[config.mk]
export PLATFORM = sky130hd
export DESIGN_NAME = unidade_mult_div_flat
export DESIGN_NICKNAME = d
export VERILOG_FILES = /design/src/rtl/unidade_mult_div_if.sv /design/src/rtl/unidade_mult_div.sv /design/src/flat_wrapper.sv
export SDC_FILE = /design/constraint.sdc
export NUM_CORES = 1
export LEC_CHECK = 0
export BUFFER_PORTS_ARGS = -buffer_cell sky130_fd_sc_hd__buf_2
export CORE_UTILIZATION = 47
export DETAILED_ROUTE_END_ITERATION = 7
export PLACE_DENSITY = 0.66
export SLEW_MARGIN = 20
export SYNTH_ARGS = -nofsm -noshare
export SYNTH_HDL_FRONTEND = slang
export SYNTH_SLANG_ARGS = --single-unit
[constraint.sdc]
create_clock -name clock -period 4.86 [get_ports clock]
set_clock_uncertainty 0.2 [all_clocks]
set_input_delay 0.486 -clock clock [delete_from_list [all_inputs] [get_ports clock]]
set_output_delay 0.486 -clock clock [all_outputs]
set_load 0.01 [all_outputs]
[src/rtl/unidade_mult_div_if.sv]
// Multiply/divide unit port bundle: start/opcode/operands in, busy/done/HI/LO out.
// master = execute-stage control, slave = the multi-cycle unit.
interface unidade_mult_div_if #(
    parameter int LARGURA = 32
);
    logic               inicio;
    logic [1:0]         operacao;
    logic [LARGURA-1:0] dados1;
    logic [LARGURA-1:0] dados2;
    logic               ocupado;
    logic               pronto;
    logic [LARGURA-1:0] hi;
    logic [LARGURA-1:0] lo;

    modport master (
        output inicio, operacao, dados1, dados2,
        input  ocupado, pronto, hi, lo
    );

    modport slave (
        input  inicio, operacao, dados1, dados2,
        output ocupado, pronto, hi, lo
    );
endinterface

[src/rtl/unidade_mult_div.sv]
// MIPS mult/multu/div/divu into HI/LO; result and one-cycle pronto LARGURA+1 edges after acceptance.
// ocupado holds the pipeline until then; inicio is ignored unless idle.
module unidade_mult_div #(
    parameter int LARGURA = 32
) (
    input  logic                clock,
    input  logic                reset_n,
    unidade_mult_div_if.slave   mdu
);
    localparam int LC = $clog2(LARGURA);

    typedef enum logic [1:0] {
        OCIOSO  = 2'd0,
        CALCULA = 2'd1,
        AJUSTA  = 2'd2
    } estado_t;

    estado_t                r_estado;
    estado_t                w_prox_estado;
    logic                   w_aceita;
    logic                   w_ocupado;

    logic                   r_eh_div;
    logic                   r_sinal1;
    logic                   r_sinal2;
    logic                   r_div_zero;
    logic [LARGURA-1:0]     r_mag2;
    logic [2*LARGURA-1:0]   r_acc;
    logic [LC-1:0]          r_cont;
    logic [LARGURA-1:0]     r_hi;
    logic [LARGURA-1:0]     r_lo;
    logic                   r_pronto;

    logic                   w_sinal1;
    logic                   w_sinal2;
    logic [LARGURA-1:0]     w_mag1;
    logic [LARGURA-1:0]     w_mag2;

    logic [LARGURA:0]       w_soma;
    logic [2*LARGURA-1:0]   w_acc_mult;
    logic [LARGURA:0]       w_rem_desl;
    logic                   w_cabe;
    logic [LARGURA-1:0]     w_rem_novo;
    logic [2*LARGURA-1:0]   w_acc_div;

    logic                   w_neg_res;
    logic [2*LARGURA-1:0]   w_prod;
    logic [LARGURA-1:0]     w_quoc;
    logic [LARGURA-1:0]     w_rest;
    logic [LARGURA-1:0]     w_hi_final;
    logic [LARGURA-1:0]     w_lo_final;

    always_ff @(posedge clock or negedge reset_n) begin
        if (!reset_n) begin
            r_estado <= OCIOSO;
        end else begin
            r_estado <= w_prox_estado;
        end
    end

    always_comb begin
        w_prox_estado = r_estado;
        w_aceita      = 1'b0;
        w_ocupado     = 1'b0;
        case (r_estado)
            OCIOSO: begin
                if (mdu.inicio) begin
                    w_aceita      = 1'b1;
                    w_prox_estado = CALCULA;
                end
            end
            CALCULA: begin
                w_ocupado = 1'b1;
                if (r_cont == LC'(LARGURA - 1)) begin
                    w_prox_estado = AJUSTA;
                end
            end
            AJUSTA: begin
                w_ocupado     = 1'b1;
                w_prox_estado = OCIOSO;
            end
            default: begin
                w_prox_estado = OCIOSO;
            end
        endcase
    end

    // Signs are only meaningful for the signed opcodes (operacao[0]=0).
    assign w_sinal1 = ~mdu.operacao[0] & mdu.dados1[LARGURA-1];
    assign w_sinal2 = ~mdu.operacao[0] & mdu.dados2[LARGURA-1];
    assign w_mag1   = w_sinal1 ? -mdu.dados1 : mdu.dados1;
    assign w_mag2   = w_sinal2 ? -mdu.dados2 : mdu.dados2;

    // Shift-add: multiplier sits in the low half and is consumed LSB first.
    assign w_soma     = {1'b0, r_acc[2*LARGURA-1:LARGURA]}
                      + {1'b0, (r_acc[0] ? r_mag2 : {LARGURA{1'b0}})};
    assign w_acc_mult = {w_soma, r_acc[LARGURA-1:1]};

    // Restoring division: {remainder, dividend/quotient} shifts left one bit per edge.
    assign w_rem_desl = r_acc[2*LARGURA-1:LARGURA-1];
    assign w_cabe     = (w_rem_desl >= {1'b0, r_mag2});
    assign w_rem_novo = w_cabe ? (w_rem_desl[LARGURA-1:0] - r_mag2) : w_rem_desl[LARGURA-1:0];
    assign w_acc_div  = {w_rem_novo, r_acc[LARGURA-2:0], w_cabe};

    assign w_neg_res = r_sinal1 ^ r_sinal2;
    assign w_prod    = w_neg_res ? -r_acc : r_acc;
    assign w_quoc    = r_div_zero ? {LARGURA{1'b1}}
                     : (w_neg_res ? -r_acc[LARGURA-1:0] : r_acc[LARGURA-1:0]);
    // With a zero divisor the remainder ends up as |dados1|, so restoring the
    // dividend sign gives back dados1 unmodified.
    assign w_rest    = r_sinal1 ? -r_acc[2*LARGURA-1:LARGURA] : r_acc[2*LARGURA-1:LARGURA];

    assign w_hi_final = r_eh_div ? w_rest : w_prod[2*LARGURA-1:LARGURA];
    assign w_lo_final = r_eh_div ? w_quoc : w_prod[LARGURA-1:0];

    always_ff @(posedge clock or negedge reset_n) begin
        if (!reset_n) begin
            r_eh_div   <= 1'b0;
            r_sinal1   <= 1'b0;
            r_sinal2   <= 1'b0;
            r_div_zero <= 1'b0;
            r_mag2     <= '0;
            r_acc      <= '0;
            r_cont     <= '0;
            r_hi       <= '0;
            r_lo       <= '0;
            r_pronto   <= 1'b0;
        end else begin
            r_pronto <= 1'b0;
            if (w_aceita) begin
                r_eh_div   <= mdu.operacao[1];
                r_sinal1   <= w_sinal1;
                r_sinal2   <= w_sinal2;
                r_div_zero <= mdu.operacao[1] & (mdu.dados2 == '0);
                r_mag2     <= w_mag2;
                r_acc      <= {{LARGURA{1'b0}}, w_mag1};
                r_cont     <= '0;
            end else if (r_estado == CALCULA) begin
                r_acc  <= r_eh_div ? w_acc_div : w_acc_mult;
                r_cont <= r_cont + LC'(1);
            end else if (r_estado == AJUSTA) begin
                r_hi     <= w_hi_final;
                r_lo     <= w_lo_final;
                r_pronto <= 1'b1;
            end
        end
    end

    assign mdu.ocupado = w_ocupado;
    assign mdu.pronto  = r_pronto;
    assign mdu.hi      = r_hi;
    assign mdu.lo      = r_lo;

endmodule

[src/flat_wrapper.sv]
// flat-port wrapper written by rule: the top's interface ports become plain ports
module unidade_mult_div_flat 
#(
    parameter int LARGURA = 32
)
  (clock, reset_n, mdu_inicio, mdu_operacao, mdu_dados1, mdu_dados2, mdu_ocupado, mdu_pronto, mdu_hi, mdu_lo);
  unidade_mult_div_if #(.LARGURA(LARGURA)) mdu_i ();
  input  logic clock;
  input  logic reset_n;
  input wire logic [$bits(mdu_i.inicio)-1:0] mdu_inicio;
  input wire logic [$bits(mdu_i.operacao)-1:0] mdu_operacao;
  input wire logic [$bits(mdu_i.dados1)-1:0] mdu_dados1;
  input wire logic [$bits(mdu_i.dados2)-1:0] mdu_dados2;
  output wire logic [$bits(mdu_i.ocupado)-1:0] mdu_ocupado;
  output wire logic [$bits(mdu_i.pronto)-1:0] mdu_pronto;
  output wire logic [$bits(mdu_i.hi)-1:0] mdu_hi;
  output wire logic [$bits(mdu_i.lo)-1:0] mdu_lo;
  assign mdu_i.inicio = mdu_inicio;
  assign mdu_i.operacao = mdu_operacao;
  assign mdu_i.dados1 = mdu_dados1;
  assign mdu_i.dados2 = mdu_dados2;
  assign mdu_ocupado = mdu_i.ocupado;
  assign mdu_pronto = mdu_i.pronto;
  assign mdu_hi = mdu_i.hi;
  assign mdu_lo = mdu_i.lo;
  unidade_mult_div #(.LARGURA(LARGURA)) u_core (.clock(clock), .reset_n(reset_n), .mdu(mdu_i));
endmodule
# [Word level (Yosys, flattened, before mapping)]
# Index checks and enable logic that the tools add are counted.
[word_totals] word_cells=62 reg_bits=172 out_inout_bits=66
[classes] muxes=24 n_lt_le_gt_ge=1 bitwise=7 n_eq_ne=5 addsub=8 n_reduce_logical=6
[ops] cell="32-bit two-way mux" count=9
[ops] cell="64-bit two-way mux" count=4
[ops] cell="32-bit negator" count=4
[ops] cell="64-bit negator" count=1
[ops] cell="32-bit by 32-bit adder with 33-bit output" count=1
[ops] cell="33-bit by 32-bit >= comparator with 1-bit output" count=1
[ops] cell="32-bit zero test" count=1
[ops] cell="32-bit subtractor" count=1
[ops] cell="5-bit two-way mux" count=2
[ops] cell="1-bit two-way mux" count=6
[ops] cell="5-bit by 1-bit adder with 5-bit output (second input constant)" count=1
[ops] cell="5-bit == test (second input constant)" count=1
[ops] cell="2-bit two-way mux" count=2
[ops] cell="2-bit one-hot mux with 2 select lines" count=1
[ops] cell="1-bit AND" count=3
[ops] cell="1-bit NOT" count=3
[ops] cell="3-bit AND reduction" count=1
[ops] cell="2-bit by 1-bit == test with 1-bit output (second input constant)" count=1
[ops] cell="2-bit == test (second input constant)" count=1
[ops] cell="2-bit zero test" count=1
[ops] cell="2-bit by 1-bit inequality test with 1-bit output (second input constant)" count=1
[ops] cell="2-bit inequality test (second input constant)" count=1
[ops] cell="2-bit AND reduction" count=1
[ops] cell="2-bit nonzero test" count=1
[ops] cell="2 further kinds" count=2

# [Depth between registers and ports, before layout]
[depth] depth_word=5 depth_mapped=16 mapped_depth_nobuf=14

# [Worst setup path before layout]
# OpenSTA, ideal clock, no wires.
[synth_path] path_kind="register to register" startpoint="register u_core.r_acc[0]" endpoint="register u_core.r_acc[61]" required_time_ns=4.534 arrival_time_ns=3.454 path_buffers=2 path_stages_with_launch=16 setup_slack_ns=1.080 setup_time_ns=0.126 period_less_slack_ns=3.780 cell_sequence="dfrtp_1 clkbuf_1 inv_1 clkbuf_1 nor2_1 ha_1 o21a_1 o31a_1 o21a_1 o221a_1 a21bo_1 a211o_1 a311oi_2 o21ai_1 xor2_1 a221o_1"
[synth_between] elab_chain_len=5
[synth_rtl] element="from (decl)" line_no="unidade_mult_div.sv:28" rtl="logic [2*LARGURA-1:0] r_acc;"
[synth_rtl] element="from (signal assigned)" line_no="unidade_mult_div.sv:136" rtl="r_acc <= {{LARGURA{1'b0}}, w_mag1};"
[synth_rtl] element="from (signal assigned)" line_no="unidade_mult_div.sv:139" rtl="r_acc <= r_eh_div ? w_acc_div : w_acc_mult;"
[synth_rtl] element="32-bit two-way mux" line_no="unidade_mult_div.sv:96" rtl="+ {1'b0, (r_acc[0] ? r_mag2 : {LARGURA{1'b0}})};"
[synth_rtl] element="32-bit by 32-bit adder with 33-bit output" line_no="unidade_mult_div.sv:96"
[synth_rtl] element="64-bit two-way mux" line_no="unidade_mult_div.sv:139"
[synth_rtl] element="64-bit two-way mux" line_no="unidade_mult_div.sv:138" rtl="end else if (r_estado == CALCULA) begin"
[synth_rtl] element="64-bit two-way mux" line_no="unidade_mult_div.sv:130" rtl="if (w_aceita) begin"
# No other way between the ends. The select of a mux whose other input is x is not followed.
# A chain may end at the register's enable or synchronous reset.

# [Worst setup path in the final report]
# Same ends and word-level chain as after synthesis.

==> impl_results.md <==
* Maxcap violations at 0
* Initial Util at 48.4%
* Crit path capture type: flop
* Detail Route Antenna Nets at 0
* Average size of a mapped cell at between 7 and 8 um^2
* Worst vdd ir at about 0.32 mV
* Synthesis-to-layout area growth at 11.6%
* Net count, final at 1,983
* DRT iter0 DRCs at 1,292
* EDFF count, synth at 0
* # setup viols final at 0
* Row count at 62
* Die Span Y at 175 um
* Vias in the first global route at 12,426
* Routability cong. at 0.965
* Total GRT Usage at 29.2%
* DR pass1 iterations at 5
* IO Port Bufs at 134
* Inserted Clock Buffers at 17
* Mapped Nets at 1,911
* TritonCTS clock tree: built
* Max H-tree Level at 4
* Status: completed
* Yosys reg bits at 172
* Synthesized cell area at 0.0140 mm^2
* Largest buffer count on any clock path at 2
* Start point of the critical path: u_core.r_acc[0]
* Final period demand of the worst path at about 4200 ps
* Crit path kind: flop to flop
* Final setup TNS at 0 ps
* WP data required at 4990 ps
* Worst R2R Setup Slack at approximately 710 ps
* Actual slew at the worst max-slew pin at 1040 ps
* Final worst path period share at 85.4%
* Setup bufs post-CTS at 0
* Largest net degree at the start of global routing at roughly 110
* Share of cells above drive strength 1 at 11.8%
* Synth unique cells at 79
* Clock root buffer: clkbuf_16
* Clk slew on worst S/H paths at ~80 ps
* Critical Path Start Type: flop
* Routed len/inst at 19.8 um
* Relative slew slack at 30.2%
* Critical path arrival at 4290 ps
* DR vias/cell at 5.99
* Final HPWL DP at 33,500 um
* CP max FO at 26
* Fin. max-slew vios at 0
* Setup crit end: u_core.r_acc[61]
* Fmax at approximately 240 MHz
* Die Wd at around 170 um
* Power per cell area at 728 mW/mm^2
* P_leak at 7.11 nW
* Final wirelength at roughly 44,000 um
* Reg2reg path depth at 13
* Main flop type after synthesis: dfrtp_1
* I/O pin total at 135
* Routed via count at around 13,000
* Ys async rst share at 100%
* Most common cell after layout, fill and taps aside: nor2_1
* Clock sinks at 172
* Initial antenna violation count at 1
* Die area at 0.0306 mm^2
* Synthesized instance count at 1,766
* RSZ-0062 raised after global routing: no
* R2r startpoint: u_core.r_acc[0]
* Global-route wire length before repair at 70,000 um
* Most frequent cells in the layout: nor2_1 (198), a21oi_1 (181), dfrtp_1 (171), nand2_1 (162), o21ai_0 (153)
* Worst skew pair latency at 440 ps
* Final hold violation count at 0
* Worst min-delay path category: primary input to flop
* R2r endpoint: u_core.r_acc[61]
* Core Area at approximately 0.029 mm^2
* Total number of yosys warnings at 0
* Total grt overflow at 0
* Sequential area share after synthesis at between 30% and 40%
* Final Total Pwr at 11.4 mW
* # DRC at 0
-- registers in the layout (all words and copies together) (netlist names) --
signal,flops
u_core.r_sinal2,1
u_core.mdu.hi,32
u_core.r_acc,64
u_core.mdu.pronto,1
u_core.r_cont,5
u_core.r_estado,2
u_core.r_sinal1,1
u_core.r_mag2,32
u_core.mdu.lo,32
u_core.r_eh_div,1
u_core.r_div_zero,1
-- where the power goes --
part	switching (mW)	leakage (nW)	internal, mW
Clock	0.738	0.304	0.760
Combinational	4.40	4.62	2.73
Sequential	0.816	2.18	1.96
Total	5.95	7.11	5.45
-- through the flow --
stage	hold slack, ps	cells	instance area, um^2	utilization, %	setup slack [ps]
2_1_floorplan	-9.59	1766	14000	-	1080
3_3_place_gp	262	2201	15000	51.7	816
3_5_place_dp	272	2201	15000	51.7	760
4_1_cts	19.1	2233	15600	53.9	726
5_1_grt	90.9	2236	15700	54.0	498
6_report	101	2236	15700	54.0	707
-- cell usage after synthesis (8+ instances only) --
cell type    n  share of area [%]
a211oi_1    10               0.53
a21o_1      37                2.0
a21oi_1    181                6.5
a31oi_1     20               0.89
and3_1      15               0.67
buf_1        9               0.24
clkbuf_1    90                2.4
dfrtp_1    172                 31
ha_1        74                6.6
inv_1       70                1.9
mux2_2      13                1.0
mux2i_1     39                2.8
nand2_1    163                4.4
nand2b_1    16               0.71
nand3_1     17               0.61
nand4_1     19               0.85
nor2_1     198                5.3
nor2b_1     16               0.71
nor3_1      27               0.96
nor4_1      24                1.1
o211ai_1    41                2.2
o21a_1      15               0.80
o21ai_0    153                5.5
o21ai_1     23               0.82
o21bai_1     8               0.43
o31ai_1     16               0.86
o41ai_1     10               0.62
or3_1       13               0.58
or4_1        9               0.48
xnor2_1     95                5.9
xor2_1      77                4.8
-- worst min path at each step --
stage,from,to,slack (ps),cells past startpoint
2_1_floorplan,reset_n,u_core.mdu.hi[0],-10,0
3_3_place_gp,u_core.r_mag2[4],u_core.r_mag2[4],260,2
3_5_place_dp,u_core.r_mag2[5],u_core.r_mag2[5],270,2
4_1_cts,reset_n,u_core.r_cont[0],20,1
5_1_grt,mdu_operacao[1],u_core.r_eh_div,90,3
6_report,mdu_operacao[1],u_core.r_eh_div,100,3
-- layout make-up --
| cell class | instances | area, um^2 |
|---|---|---|
| fill | 2820 | 13300 |
| multi-input combinational | 1420 | 9100 |
| sequential | 172 | 4310 |
| timing repair buffer | 157 | 885 |
| tap | 384 | 480 |
| clock buffer | 17 | 425 |
| inverter | 70 | 263 |
| clock inverter | 15 | 206 |
| antenna | 1 | 2.50 |
-- what timing repair did --
action,in CTS,in global routing
hold endpoints to repair,0,47
hold buffers,0,1
gates resized for setup,0,0
-- worst max-delay path, cell delays in order, from the launching register on --
cell and delay (ps):
dfrtp_1 460, inv_1 250, buf_4 320, nor2_1 90, ha_1 350, a21o_1 250, a211o_1 280, o221a_1 290
a21bo_1 240, a211o_1 310, a311oi_2 410, o21ai_1 110, xor2_1 150, a221o_1 310
-- layer usage --
| metal | GRT usage [%] | up-vias | part of all wire (%) |
|---|---|---|---|
| li1 | - | 6477 | - |
| met1 | 45.7 | 6328 | 50 |
| met2 | 40.3 | 544 | 40 |
| met3 | 5.64 | 51 | 8.5 |
| met4 | 7.61 | 0 | 1.9 |
| met5 | 0 | - | 0 |
-- cell families after synthesis --
kind of cell | synth area share [%]
AND/OR/NAND/NOR | 18.4
AO/OA/AOI/OAI | 24.5
multiplexers | 4.06
XOR/XNOR | 10.7
adder cells (fa/ha/maj) | 6.88
flip-flops | 30.7
buffers and inverters | 4.71
Note: power is estimated with default switching activity, not from simulation.
